[config.mk]
export PLATFORM = sky130hd
export DESIGN_NAME = demux_1x16_flat
export DESIGN_NICKNAME = d
export VERILOG_FILES = /design/src/rtl/demux_1x16_if.sv /design/src/rtl/demux_1x16.sv /design/src/flat_wrapper.sv
export SDC_FILE = /design/constraint.sdc
export NUM_CORES = 1
export LEC_CHECK = 0
export ABC_AREA = 1
export BUFFER_PORTS_ARGS = -buffer_cell sky130_fd_sc_hd__buf_2
export CORE_MARGIN = 1.5
export CORE_UTILIZATION = 50
export DETAILED_ROUTE_END_ITERATION = 8
export PLACE_DENSITY_LB_ADDON = 0.2
export SLEW_MARGIN = 20
export SYNTH_ARGS = -nofsm -noshare
export SYNTH_HDL_FRONTEND = slang
export SYNTH_SLANG_ARGS = --single-unit
[constraint.sdc]
create_clock -name clk -period 2.45 [get_ports clk]
set_input_delay 0.49 -clock clk [delete_from_list [all_inputs] [get_ports clk]]
set_output_delay 0.49 -clock clk [all_outputs]
set_load 0.05 [all_outputs]
[src/rtl/demux_1x16_if.sv]
// demux_1x16_if: bit-stream input, lane control and assembled-word handshake for demux_1x16
interface demux_1x16_if;
    logic        in_valid;
    logic        in_ready;
    logic        d_in;
    logic [3:0]  sel;
    logic        auto;
    logic        clear;
    logic [15:0] a_out;
    logic        out_valid;
    logic        out_ready;
    logic [15:0] wr_strobe;
    logic [3:0]  ptr;
    logic        dup;
    modport master (
        output in_valid, d_in, sel, auto, clear, out_ready,
        input  in_ready, a_out, out_valid, wr_strobe, ptr, dup
    );
    modport slave (
        input  in_valid, d_in, sel, auto, clear, out_ready,
        output in_ready, a_out, out_valid, wr_strobe, ptr, dup
    );
endinterface

[src/rtl/demux_1x16.sv]
// demux_1x16: registered 1:16 bit demux that assembles a 16-bit word and publishes it once every lane is written
module demux_1x16 (
    input logic        clk,
    input logic        rst,
    demux_1x16_if.slave bus
);
    logic [15:0] stage, mask, onehot, next_stage;
    logic [3:0]  idx;
    logic        wr, done;
    assign bus.in_ready = !bus.out_valid | bus.out_ready;
    assign idx          = bus.auto ? bus.ptr : bus.sel;
    assign onehot       = 16'd1 << idx;
    // clear wins over a same-cycle accept, so the offered bit is dropped
    assign wr           = bus.in_valid & bus.in_ready & !bus.clear;
    assign done         = wr & ((mask | onehot) == 16'hFFFF);
    assign next_stage   = (stage & ~onehot) | ({16{bus.d_in}} & onehot);
    always_ff @(posedge clk or posedge rst) begin
        if (rst) begin
            stage         <= '0;
            mask          <= '0;
            bus.ptr       <= '0;
            bus.a_out     <= '0;
            bus.out_valid <= 1'b0;
            bus.wr_strobe <= '0;
            bus.dup       <= 1'b0;
        end else begin
            if (bus.clear) begin
                stage   <= '0;
                mask    <= '0;
                bus.ptr <= '0;
            end else if (wr) begin
                stage   <= next_stage;
                mask    <= done ? 16'd0 : (mask | onehot);
                bus.ptr <= done ? 4'd0 : (bus.auto ? bus.ptr + 4'd1 : bus.ptr);
            end
            bus.wr_strobe <= wr ? onehot : 16'd0;
            bus.dup       <= wr & mask[idx];
            if (done) begin
                bus.a_out     <= next_stage;
                bus.out_valid <= 1'b1;
            end else if (bus.out_ready) begin
                bus.out_valid <= 1'b0;
            end
        end
    end
endmodule

[src/flat_wrapper.sv]
// flat-port wrapper written by rule: the top's interface ports become plain ports
module demux_1x16_flat 
  (clk, rst, bus_in_valid, bus_d_in, bus_sel, bus_auto, bus_clear, bus_out_ready, bus_in_ready, bus_a_out, bus_out_valid, bus_wr_strobe, bus_ptr, bus_dup);
  demux_1x16_if bus_i ();
  input logic clk;
  input logic rst;
  input wire logic [$bits(bus_i.in_valid)-1:0] bus_in_valid;
  input wire logic [$bits(bus_i.d_in)-1:0] bus_d_in;
  input wire logic [$bits(bus_i.sel)-1:0] bus_sel;
  input wire logic [$bits(bus_i.auto)-1:0] bus_auto;
  input wire logic [$bits(bus_i.clear)-1:0] bus_clear;
  input wire logic [$bits(bus_i.out_ready)-1:0] bus_out_ready;
  output wire logic [$bits(bus_i.in_ready)-1:0] bus_in_ready;
  output wire logic [$bits(bus_i.a_out)-1:0] bus_a_out;
  output wire logic [$bits(bus_i.out_valid)-1:0] bus_out_valid;
  output wire logic [$bits(bus_i.wr_strobe)-1:0] bus_wr_strobe;
  output wire logic [$bits(bus_i.ptr)-1:0] bus_ptr;
  output wire logic [$bits(bus_i.dup)-1:0] bus_dup;
  assign bus_i.in_valid = bus_in_valid;
  assign bus_i.d_in = bus_d_in;
  assign bus_i.sel = bus_sel;
  assign bus_i.auto = bus_auto;
  assign bus_i.clear = bus_clear;
  assign bus_i.out_ready = bus_out_ready;
  assign bus_in_ready = bus_i.in_ready;
  assign bus_a_out = bus_i.a_out;
  assign bus_out_valid = bus_i.out_valid;
  assign bus_wr_strobe = bus_i.wr_strobe;
  assign bus_ptr = bus_i.ptr;
  assign bus_dup = bus_i.dup;
  demux_1x16 u_core (.clk(clk), .rst(rst), .bus(bus_i));
endmodule
==> flow_summary.yaml <==
floorplan:
  row_count: 29
  fp.dieArea_sq_um: 7130
  ios: 50
  initial_core_util_pct: 51.9
  coreArea_sq_um: 6390
  die_h_um: 84.5
  fp.dieW_um: 84.5
global_routing:
  grt_pass1_vias: 2623
  antenna_found_initial: 0
  overflow: 0
  grt_usage_pct: 22.1
  grt_pass1_wl_um: 12300
  grt_start_max_net_pins: 54
sta:
  final.setup_skew_ps: 9.04
  worst_pin_slew_ps: 486
  setup_viol: 0
  final.period_utilization_pct: 87.0
  finalSetupTns_ps: 0
  min_period_ps: 2130
  hold_viol: 0
  slew_viol_final: 0
  relSlewSlack_pct: 67.5
  grt_setup_unrepaired: "false"
  fmax_mhz: 469
placement:
  gp_congestion: 0.874
  dp_hpwl_um: 5190
  portBuffers: 49
cts:
  clockRootBuffer: "clkbuf_8"
  cts_hold_buf: 0
  htree_levels: 3
  clock-sinks: 70
  ctsResizeCount: 0
  numCtsBuffers: 9
  cts.clk_slew.worst_paths_ps: 80
  postCtsSetupRepairBufs: 0
  clk_latency_ps: 350
  cts_tree: "done"
  cts_buffer_depth: 2
logic_synthesis:
  synth-main-ff-cell: "dfrtp_1"
  syn_area_per_cell_sq_um: 8.80
  async_flop_share_pct: 100
  synth_seq_cells: 70
  mappedNetlistNets: 389
  ys_seq_area_share_pct: 52.8
  synth_warnings: 0
  synthesis.area_sq_um: 3320
  syn_inst: 377
  synth_edf_count: 0
  synth.distinct_cells: 32
worst_setup_path:
  cp-end-kind: "register"
  crit_chain: "nand2_1 -> nand2_4 -> nor2_4 -> nand3_2 -> nand2_1 -> nand2_1 -> nor2_1 -> nand2_1 -> nor2_4 -> nand2_4 -> buf_12 -> nand2_1 -> o21ai_2"
  arrival_ps: 2370
  crit_top_cell: "nand2_1"
  cp.required_ps: 2680
  start_kind: "register"
  crit_family: "simple AND/OR/NAND/NOR gates"
  timing.critical_path.buf_inv: 1
  cp_slowest_cell: "dfrtp_1"
  slowest_delay_ps: 450
  path_class: "reg2reg"
  critPathMaxFanout: 33
power_and_ir_drop:
  seqPwrFrac_pct: 42.6
  power.total_w: 0.00289
  power.internal_w: 0.00204
  p_leak_nw: 2.13
  p_comb_share_pct: 17.9
  peakVddDrop_uv: 460
  p_sw_share_pct: 29.7
  p_clk_share_pct: 39.5
  switchingPower_w: 0.000859
  cellPowerDensity_nw_per_um2: 719
route:
  detail-route-antenna-nets: 0
  num_vias: 2732
  post_drt_via_cell_ratio: 5.17
  drc: 0
  routedWlPerCell_um: 14.0
  drtIter0Drc: 189
  routed_wl_um: 7390
  drt_pass1_iterations: 5
cells_and_area:
  multi_input_area_sq_um: 1290
  register_area_sq_um: 1750
  drive_above_1_share_pct: 27.9
  num_antenna_cells: 0
  mostFrequentLayoutCells: "nand2_1, dfrtp_1, buf_2, inv_1, o22ai_1"
  nets: 458
  area_delta_synth_final_pct: 21.4
  layout_commonest_cell: "nand2_1"
  fillers: 563
run_status:
  status: "finished, final reports clean"
worst_hold_path:
  min_path_type: "in2async"
flow_run:
  maxCapViolations: 0
==> flip-flops by register name, indices dropped and copies added (netlist names) <==
signal and count:
u_core.bus.out_valid 1, u_core.stage 16, u_core.bus.wr_strobe 16, u_core.mask 16, u_core.bus.a_out 16, u_core.bus.ptr 4, u_core.bus.dup 1
==> path summary, 6_finish.rpt <==
path | start | end | slack (ps) | cells after the start
min | rst | u_core.bus.wr_strobe[3] | 130 | 2
min reg2reg | u_core.bus.a_out[13] | u_core.bus.a_out[13] | 480 | 2
max reg2reg | u_core.bus.ptr[0] | u_core.bus.a_out[10] | 320 | 13
min in group clk | bus_out_ready | u_core.bus.out_valid | 410 | 4
max | u_core.bus.ptr[0] | u_core.bus.a_out[10] | 320 | 13
max in group asynchronous | rst | u_core.mask[13] | 1710 | 3
==> cells by family after synthesis <==
logic type	synth area share [%]
compound gates	15.9
xor+xnor	0.528
fa+ha+maj	0.377
buf+inv	8.34
flops	52.8
simple gates	22.0
==> worst register-to-register path, cell delays in order (launching register included) <==
cell and delay (ps):
dfrtp_1 450, nand2_1 140, nand2_4 110, nor2_4 180
nand3_2 140, nand2_1 130, nand2_1 50, nor2_1 140
nand2_1 110, nor2_4 140, nand2_4 90, buf_12 180
nand2_1 110, o21ai_2 50
==> power by group through the flow <==
| stage | Combinational, W | Clock [W] | Sequential (W) |
|---|---|---|---|
| 3_3_place_gp | 0.000510 | 0 | 0.00126 |
| 4_1_cts | 0.000518 | 0.00117 | 0.00123 |
| 5_1_grt | 0.000566 | 0.00121 | 0.00124 |
| 6_report | 0.000517 | 0.00114 | 0.00123 |
| 3_5_place_dp | 0.000516 | 0 | 0.00126 |
| 2_1_floorplan | 0.000276 | 0 | 0.00136 |
==> per-layer routing <==
layer / up-vias / GRT usage (%) / wire length [um]
li1: 1366 / - / -
met3: 11 / 3.24 / 266
met2: 63 / 34.5 / 3450
met1: 1292 / 30.5 / 3540
met5: - / 0 / 0
met4: 0 / 10.6 / 127
==> through the flow <==
stage | worst slack, ps | utilization [%] | instances | hold slack [ps] | area [sq um]
global placement | 45.2 | 59.2 | 512 | 462 | 3780
floorplan | 192 | - | 377 | 518 | 3320
detailed placement | 32.9 | 59.2 | 512 | 464 | 3780
CTS | 315 | 63.0 | 528 | 133 | 4030
global route | 77.2 | 63.0 | 528 | 156 | 4030
finish | 317 | 63.0 | 528 | 129 | 4030
==> Yosys cell counts, drive strengths merged (2+ instances only) <==
| cell | n | area (sq um) |
|---|---|---|
| a21oi | 3 | 26.3 |
| inv | 49 | 189 |
| buf | 6 | 57.6 |
| nor2 | 32 | 161 |
| clkbuf | 8 | 30.0 |
| nand2 | 114 | 473 |
| nand3 | 16 | 85.1 |
| o21ai | 34 | 241 |
| o22ai | 35 | 219 |
| dfrtp | 70 | 1750 |
| a221oi | 2 | 17.5 |
==> area by class of cell <==
cell class / count / share of cell area [%]
Clock buffer: 9 / 3.08
Clock inverter: 7 / 2.98
Inverter: 49 / 4.69
Multi-Input combinational cell: 244 / 32.0
Sequential cell: 70 / 43.5
Tap cell: 77 / 2.39
Timing Repair Buffer: 72 / 11.3
(Power assumes the default switching activity.)
